[src/rtl/fetch_seq_ctrl_pkg.sv]
// Shared definitions for the fetch sequencer: length codes, reset PC and FSM state encoding.
package fetch_seq_ctrl_pkg;

    localparam int PC_PLUS_WIDTH = 2;

    localparam logic [PC_PLUS_WIDTH-1:0] PC_PLUS_2 = 2'b00;
    localparam logic [PC_PLUS_WIDTH-1:0] PC_PLUS_4 = 2'b01;
    localparam logic [PC_PLUS_WIDTH-1:0] PC_PLUS_6 = 2'b10;
    localparam logic [PC_PLUS_WIDTH-1:0] PC_PLUS_8 = 2'b11;

    localparam logic [31:0] DEFAULT_START_PC = 32'h8000_0000;

    typedef enum logic [2:0] {
        BOOT = 3'd0,
        REQ  = 3'd1,
        KILL = 3'd2,
        OUT  = 3'd3,
        LEN  = 3'd4
    } fetchState_e;

    // Byte distance to the next sequential instruction for a Decode length code.
    function automatic logic [3:0] lenIncrement(input logic [PC_PLUS_WIDTH-1:0] code);
        case (code)
            PC_PLUS_2: lenIncrement = 4'd2;
            PC_PLUS_4: lenIncrement = 4'd4;
            PC_PLUS_6: lenIncrement = 4'd6;
            default:   lenIncrement = 4'd8;
        endcase
    endfunction

endpackage

[src/rtl/fetch_redirect_sel.sv]
// Redirect priority mux: a branch from EX beats an exception from Ctrl; targets are halfword aligned.
module fetch_redirect_sel #(
    parameter int ADDR_WIDTH = 32
) (
    input  logic                  branchFlag,
    input  logic [ADDR_WIDTH-1:0] branchPc,
    input  logic                  excpFlag,
    input  logic [ADDR_WIDTH-1:0] excpPc,
    output logic                  redirectValid,
    output logic [ADDR_WIDTH-1:0] redirectPc
);

    always_comb begin
        redirectValid = branchFlag | excpFlag;
        redirectPc    = (branchFlag ? branchPc : excpPc) & {{(ADDR_WIDTH-1){1'b1}}, 1'b0};
    end

endmodule

[src/rtl/fetch_seq_ctrl.sv]
// Fetch-stage sequencer: owns the fetch PC, runs one Icache request at a time and
// hands each instruction to IFID, draining any request that a redirect has made stale.
module fetch_seq_ctrl
    import fetch_seq_ctrl_pkg::*;
#(
    parameter int                    ADDR_WIDTH = 32,
    parameter int                    INST_WIDTH = 32,
    parameter logic [ADDR_WIDTH-1:0] START_PC   = ADDR_WIDTH'(DEFAULT_START_PC)
) (
    input  logic                  clk,
    input  logic                  rst_n,
    input  logic                  Stall,
    input  logic                  EX_BranchFlag,
    input  logic [ADDR_WIDTH-1:0] EX_BranchPC,
    input  logic                  Ctrl_ExcpFlag,
    input  logic [ADDR_WIDTH-1:0] Ctrl_ExcpPC,
    input  logic                  Decode_Valid,
    input  logic [1:0]            Decode_NextPC,
    output logic                  Fetch_IcacheReq,
    output logic [ADDR_WIDTH-1:0] Fetch_IcacheAddr,
    input  logic                  Icache_Ack,
    input  logic [INST_WIDTH-1:0] Icache_Inst,
    output logic                  Fetch_Valid,
    output logic [ADDR_WIDTH-1:0] Fetch_PC,
    output logic [INST_WIDTH-1:0] Fetch_Inst
);

    fetchState_e           state, nextState;
    logic [ADDR_WIDTH-1:0] pc, pcNext;
    logic [ADDR_WIDTH-1:0] pendPc, pendPcNext;
    logic [ADDR_WIDTH-1:0] fetchPcReg, fetchPcNext;
    logic [INST_WIDTH-1:0] instReg, instNext;
    logic                  reqReg, reqNext;
    logic                  validReg, validNext;
    logic                  redirectValid;
    logic [ADDR_WIDTH-1:0] redirectPc;
    logic                  ackSeen;

    fetch_redirect_sel #(
        .ADDR_WIDTH(ADDR_WIDTH)
    ) redirectSel (
        .branchFlag   (EX_BranchFlag),
        .branchPc     (EX_BranchPC),
        .excpFlag     (Ctrl_ExcpFlag),
        .excpPc       (Ctrl_ExcpPC),
        .redirectValid(redirectValid),
        .redirectPc   (redirectPc)
    );

    // An Ack only counts against a request we are actually driving, so stray pulses are harmless.
    assign ackSeen = Icache_Ack & reqReg;

    always_ff @(posedge clk or negedge rst_n) begin
        if (!rst_n) state <= BOOT;
        else        state <= nextState;
    end

    always_comb begin
        nextState = state;
        case (state)
            BOOT: nextState = REQ;
            REQ: begin
                if (ackSeen && !redirectValid)       nextState = OUT;
                else if (reqReg && !ackSeen && redirectValid) nextState = KILL;
            end
            KILL: if (ackSeen) nextState = REQ;
            OUT: begin
                if (redirectValid) nextState = REQ;
                else if (!Stall)   nextState = LEN;
            end
            LEN: if (redirectValid || Decode_Valid) nextState = REQ;
            default: nextState = BOOT;
        endcase
    end

    // Fetch_IcacheAddr is the pc itself, so pc only moves when no handshake is open.
    always_comb begin
        pcNext      = pc;
        pendPcNext  = pendPc;
        fetchPcNext = fetchPcReg;
        instNext    = instReg;
        case (state)
            BOOT: if (redirectValid) pcNext = redirectPc;
            REQ: begin
                if (!reqReg) begin
                    if (redirectValid) pcNext = redirectPc;
                end else if (ackSeen) begin
                    if (redirectValid) begin
                        pcNext = redirectPc;
                    end else begin
                        fetchPcNext = pc;
                        instNext    = Icache_Inst;
                    end
                end else if (redirectValid) begin
                    pendPcNext = redirectPc;
                end
            end
            KILL: begin
                if (ackSeen)            pcNext     = redirectValid ? redirectPc : pendPc;
                else if (redirectValid) pendPcNext = redirectPc;
            end
            OUT: if (redirectValid) pcNext = redirectPc;
            LEN: begin
                if (redirectValid)     pcNext = redirectPc;
                else if (Decode_Valid) pcNext = fetchPcReg + ADDR_WIDTH'(lenIncrement(Decode_NextPC));
            end
            default: ;
        endcase
        // Req always drops for a cycle after an Ack so the next request shows a fresh rising edge.
        reqNext   = ((nextState == REQ) || (nextState == KILL)) && !ackSeen;
        validNext = (nextState == OUT);
    end

    always_ff @(posedge clk or negedge rst_n) begin
        if (!rst_n) begin
            pc         <= START_PC;
            pendPc     <= START_PC;
            fetchPcReg <= START_PC;
            instReg    <= '0;
            reqReg     <= 1'b0;
            validReg   <= 1'b0;
        end else begin
            pc         <= pcNext;
            pendPc     <= pendPcNext;
            fetchPcReg <= fetchPcNext;
            instReg    <= instNext;
            reqReg     <= reqNext;
            validReg   <= validNext;
        end
    end

    assign Fetch_IcacheReq  = reqReg;
    assign Fetch_IcacheAddr = pc;
    assign Fetch_Valid      = validReg;
    assign Fetch_PC         = fetchPcReg;
    assign Fetch_Inst       = instReg;

endmodule

[config.mk]
export PLATFORM = sky130hd
export DESIGN_NAME = fetch_seq_ctrl
export DESIGN_NICKNAME = d
export VERILOG_FILES = /design/src/rtl/fetch_seq_ctrl_pkg.sv /design/src/rtl/fetch_redirect_sel.sv /design/src/rtl/fetch_seq_ctrl.sv
export SDC_FILE = /design/constraint.sdc
export NUM_CORES = 1
export LEC_CHECK = 0
export ABC_AREA = 1
export BUFFER_PORTS_ARGS = -buffer_cell sky130_fd_sc_hd__clkbuf_2
export CORE_UTILIZATION = 54
export CTS_CLUSTER_DIAMETER = 80
export CTS_CLUSTER_SIZE = 40
export DETAILED_ROUTE_END_ITERATION = 12
export MAX_ROUTING_LAYER = met4
export PLACE_DENSITY = 0.82
export SLEW_MARGIN = 10
export SYNTH_ARGS = -nofsm -noshare
export SYNTH_HDL_FRONTEND = slang
export SYNTH_SLANG_ARGS = --single-unit
[constraint.sdc]
create_clock -name clk -period 2.1 [get_ports clk]
set_input_delay 0.105 -clock clk [delete_from_list [all_inputs] [get_ports clk]]
set_output_delay 0.105 -clock clk [all_outputs]
set_load 0.02 [all_outputs]
Word level (Yosys, flattened, before mapping)
Cells that the tools add are included.
{"block": "op_classes", "n_addsub": 1, "eq_ne": 13, "mux": 23, "n_bitwise": 3, "n_reduce_logical": 16}
{"op": "32-bit two-way mux", "n": 10}
{"op": "32-bit one-hot mux with 4 select lines", "n": 1}
{"op": "32-bit one-hot mux with 2 select lines", "n": 1}
{"op": "32-bit by 4-bit adder with 32-bit output", "n": 1}
{"op": "3-bit two-way mux", "n": 6}
{"op": "3-bit one-hot mux with 5 select lines", "n": 1}
{"op": "3-bit by 2-bit == test with 1-bit output, second input constant", "n": 4}
{"op": "4-bit two-way mux", "n": 3}
{"op": "4-bit one-hot mux with 3 select lines", "n": 1}
{"op": "4-bit AND reduction", "n": 2}
{"op": "3-bit by 1-bit == test with 1-bit output, second input constant", "n": 2}
{"op": "3-bit != test, second input constant", "n": 2}
{"op": "1-bit logical AND", "n": 4}
{"op": "2-bit != test, second input constant", "n": 2}
{"op": "4-bit nonzero test", "n": 1}
{"op": "3-bit == test, second input constant", "n": 1}
{"op": "3-bit zero test", "n": 1}
{"op": "2-bit by 1-bit == test with 1-bit output, second input constant", "n": 1}
{"op": "2-bit == test, second input constant", "n": 1}
{"op": "1-bit zero test", "n": 2}
{"op": "2-bit zero test", "n": 1}
{"op": "1-bit logical OR", "n": 2}
{"op": "2-bit AND reduction", "n": 1}
{"op": "2-bit nonzero test", "n": 1}
{"op": "other kinds (4)", "n": 4}
{"block": "totals", "reg_bits": 133, "input_bits": 105, "output_inout_bits": 98, "elab_cells": 63}

Depth between registers and ports, before layout
{"block": "logic_depth", "depth_word": 10, "mapped_depth": 16, "mapped_depth_nobuf": 16}

Cells and area by module
A second synthesis with hierarchy kept.
{"block": "unflattened", "cells_unflattened": 1184, "area_unflattened_um2": 7822.5}
{"mod": "fetch_seq_ctrl", "n_inst": 1, "cells_each": 1080, "area_each_um2": 7342.0, "seq_area_each_um2": 3331.9}
{"mod": "fetch_redirect_sel", "n_inst": 1, "cells_each": 104, "area_each_um2": 480.5, "seq_area_each_um2": 0.0}

Worst setup path after synthesis
Ideal clock, no wire load.
{"block": "synth_timing", "path_kind": "flip-flop to flip-flop", "from": "register fetchPcReg[1], in the netlist Fetch_PC[1]", "to": "register pc[13], in the netlist Fetch_IcacheAddr[13]", "setup_time_ns": 0.116, "t_arrival_ns": 1.820, "required_time_ns": 1.984, "path_slack_ns": 0.164, "path_stages_with_launch": 14, "n_path_buf": 0, "period_less_slack_ns": 1.936, "cell_sequence": "dfrtp_1 ha_1 fa_1 nand2_1 nand2_1 nand2_1 nor2_2 xor2_1 nand2_1 nand2_1 nand2_1 nand2_1 nand2_1 nand2_1"}
{"block": "synth_between", "elab_chain_len": 4}
{"item": "start, declared", "line": "fetch_seq_ctrl.sv:31", "rtl": "logic [ADDR_WIDTH-1:0] fetchPcReg, fetchPcNext;"}
{"item": "start signal, assigned", "line": "fetch_seq_ctrl.sv:125", "rtl": "fetchPcReg <= fetchPcNext;"}
{"item": "32-bit by 4-bit adder with 32-bit output", "line": "fetch_seq_ctrl.sv:105", "rtl": "else if (Decode_Valid) pcNext = fetchPcReg + ADDR_WIDTH'(lenIncrement(Decode_NextPC));"}
{"item": "32-bit two-way mux", "line": "fetch_seq_ctrl.sv:105"}
{"item": "32-bit two-way mux", "line": "fetch_seq_ctrl.sv:104", "rtl": "if (redirectValid) pcNext = redirectPc;"}
{"item": "32-bit one-hot mux with 4 select lines", "line": "fetch_seq_ctrl.sv:82", "rtl": "case (state)"}
{"item": "end signal, assigned", "line": "fetch_seq_ctrl.sv:123", "rtl": "pc <= pcNext;"}
{"item": "end, declared", "line": "fetch_seq_ctrl.sv:29", "rtl": "logic [ADDR_WIDTH-1:0] pc, pcNext;"}
No other way between the ends. The select of a mux whose other input is x is not followed.
A chain may end at the register's enable or synchronous reset.

Worst setup path in the final report
{"block": "layout_timing", "from": "register fetchPcReg[2], in the netlist Fetch_PC[2]", "to": "register pc[28], in the netlist Fetch_IcacheAddr[28]"}
Same word-level chain as after synthesis.

==> out/metrics.yaml <==
grtUsageMet1: 0.453
syn_nets: 1201
fin_skew_ns: 0.00817
grt_max_degree: 64
worst_pin_slew_ns: 0.616
yosysUniqueCellTypes: 36
final_cell_area_um2: 9960
grt_pass1_vias: 7515
postLayoutCoreUtil: 0.720
post_drt_wl_per_cell_um: 15.3
wl_mm: 23.3
status: "finished clean"
setup-violations-final: 0
drcViolationCount: 0
worstSkewPairLatency_ns: 0.43
worstSetupEndpointType: "register"
synth_seq_cells: 133
post_route_cells_drive_above_1_share: 0.237
r2r_slack_ns: 0.04
htree_levels: 4
antenna_found_initial: 0
gp_congestion: 0.983
leakagePower_nw: 5.34
synth_area_leaders: "dfrtp_1 43%, nand2_1 23%, o21ai_0 5.4%"
cts_sinks: 133
min_period_ns: 2.06
path_max_fanout: 4
netlist_instances: 1091
period_share: 0.983
synth_edf_count: 0
core_area_um2: 13800
finalMaxSlewViolations: 0
final_nets: 1437
dp_slack_ns: 0.0230
peakVddDrop_mv: 0.977
die_x_um: 121
synth_top_area_frac: 0.425
postRouteAntennaNets: 0
die_area_um2: 14600
grt_pass1_wl_mm: 37.5
syn_to_final_growth_pct: 30.2
worstSetupPathType: "reg2reg"
cap_violations: 0
hold_viol_final: 0
pin_count: 203
root_buffer: "clkbuf_16"
yosys.area.top_type: "dfrtp_1"
cp-start-kind: "register"
crit_arrival_ns: 2.38
synthFlopType: "dfrtp_1"
num_vias: 8034
drt_first_iter_violations: 744
post-dp-hpwl_mm: 16.2
first_pass_iters: 6
grtUsageTotal: 0.345
fin_ws_ns: 0.0361
required_ns: 2.42
num_antenna_cells: 0
top_usage_layer: "met2"
port_buffers: 200
start_util: 0.553
power_density_nw_per_um2: 1400
grt.met2_usage: 0.539
yosysSeqAreaShare: 0.435
p_total_mw: 13.9
hp-class: "in2reg"
rsz0062_at_grt: "yes"
clk_pin_slew_worst_paths_ns: 0.06
grt_overflow_total: 0
num_rows: 43
tritoncts: "yes"
max_freq_mhz: 485
cts_buffer_depth: 2
placed_area_um2: 8950
cts_made_buffers: 17
async_flop_share: 1.00
met3_usage: 0.0644
avgSynthCellArea_um2: 7.01
die_height_um: 121
synth.cell_area_um2: 7650
relSlewSlack: 0.589
avgViaCountPerCell: 5.29
ys_warn_count: 0
-- synthesized netlist by cell type, drive strengths merged, types with 2 or more instances --
master    n
nand2   471
dfrtp   130
nor2    106
inv      94
o21ai    93
nand3    45
a21oi    41
mux2     37
buf      27
clkbuf   21
xor2      5
ha        4
dfstp     3
a221oi    2
nor3      2
o21bai    2
-- cells by family (layout without fill, tap and decap cells) --
logic type               Yosys count  in the layout  synth area share
buffers and inverters            142            391            0.0747
multiplexers                      37             37            0.0545
flip-flops                       133            133             0.435
XOR/XNOR                           5              5           0.00572
AO/OA/AOI/OAI                    143            143            0.0973
AND/OR/NAND/NOR                  626            626             0.323
adder cells (fa/ha/maj)            5              5           0.00916
-- power by group --
group	internal, mW	switching [mW]	total [mW]
clock network	1.74	1.14	2.87
registers	3.80	1.01	4.81
logic	2.16	4.05	6.21
total	7.70	6.20	13.9
-- per-stage QoR --
stage / TNS (ns) / cells / hold WS (ns)
5_1_grt: -0.251 / 1520 / 0.0315
3_3_place_gp: 0 / 1452 / 0.121
3_5_place_dp: 0 / 1452 / 0.123
4_1_cts: 0 / 1518 / 0.00414
2_1_floorplan: 0 / 1091 / -0.191
6_report: 0 / 1520 / 0.0105
-- per-layer routing --
layer / share of wire / vias to the layer above
li1: - / 3897
met1: 0.43 / 3685
met2: 0.46 / 410
met3: 0.088 / 42
met4: 0.022 / 0
met5: 0 / -
-- critical path, stage by stage (launching register included) --
cell     delay [ns]
dfrtp_1        0.44
ha_1           0.31
nand2_1        0.05
nand2_1        0.10
nand2_1        0.17
nor2_1         0.31
nand2_1        0.09
nand2_1        0.06
nand2_1        0.07
nand2_1        0.09
nand2_1        0.05
nand2_1        0.05
nand2_1        0.05
nand2_1        0.05
nand2_1        0.04
-- registers in the layout (all words and copies together), names as in the netlist --
register          count
Fetch_IcacheAddr     32
Fetch_Inst           32
Fetch_PC             32
pendPc               32
state                 3
Fetch_IcacheReq       1
Fetch_Valid           1
-- area by class of cell --
type | count | area, µm²
Fill cell | 1069 | 3870
Multi-Input combinational cell | 816 | 3830
Sequential cell | 133 | 3330
Timing Repair Buffer | 265 | 1640
Clock buffer | 19 | 433
Inverter | 94 | 355
Tap cell | 180 | 225
Clock inverter | 13 | 135
-- placed cells by master, fill, tap and decap left out, types with 16 or more instances in the layout --
master,count
clkbuf_2,199
dlygate4sd3_1,34
o21ai_0,82
nor2_1,94
buf_4,26
dfrtp_1,130
clkbuf_16,17
a21oi_1,41
mux2_1,16
inv_1,87
nand3_1,42
nand2_1,466
mux2_2,21
-- final timing paths --
kind / end / depth (start not counted) / from
setup / recovery: Fetch_IcacheAddr[28] / 14 / Fetch_PC[2]
hold reg to reg: Fetch_Inst[30] / 1 / Fetch_Inst[30]
hold / removal: state[2] / 3 / Decode_Valid
max in group asynchronous: Fetch_IcacheAddr[14] / 3 / rst_n
min in group asynchronous: Fetch_PC[23] / 2 / rst_n
setup reg to reg: Fetch_IcacheAddr[28] / 14 / Fetch_PC[2]
-- what timing repair did --
item / CTS / global route
hold buffers: 34 / 0
gates resized for setup: 0 / 22
setup endpoints to repair: 0 / 20
hold endpoints to repair: 92 / 0
buffers inserted: 0 / 2
Note: power is estimated with default switching activity, not from simulation.
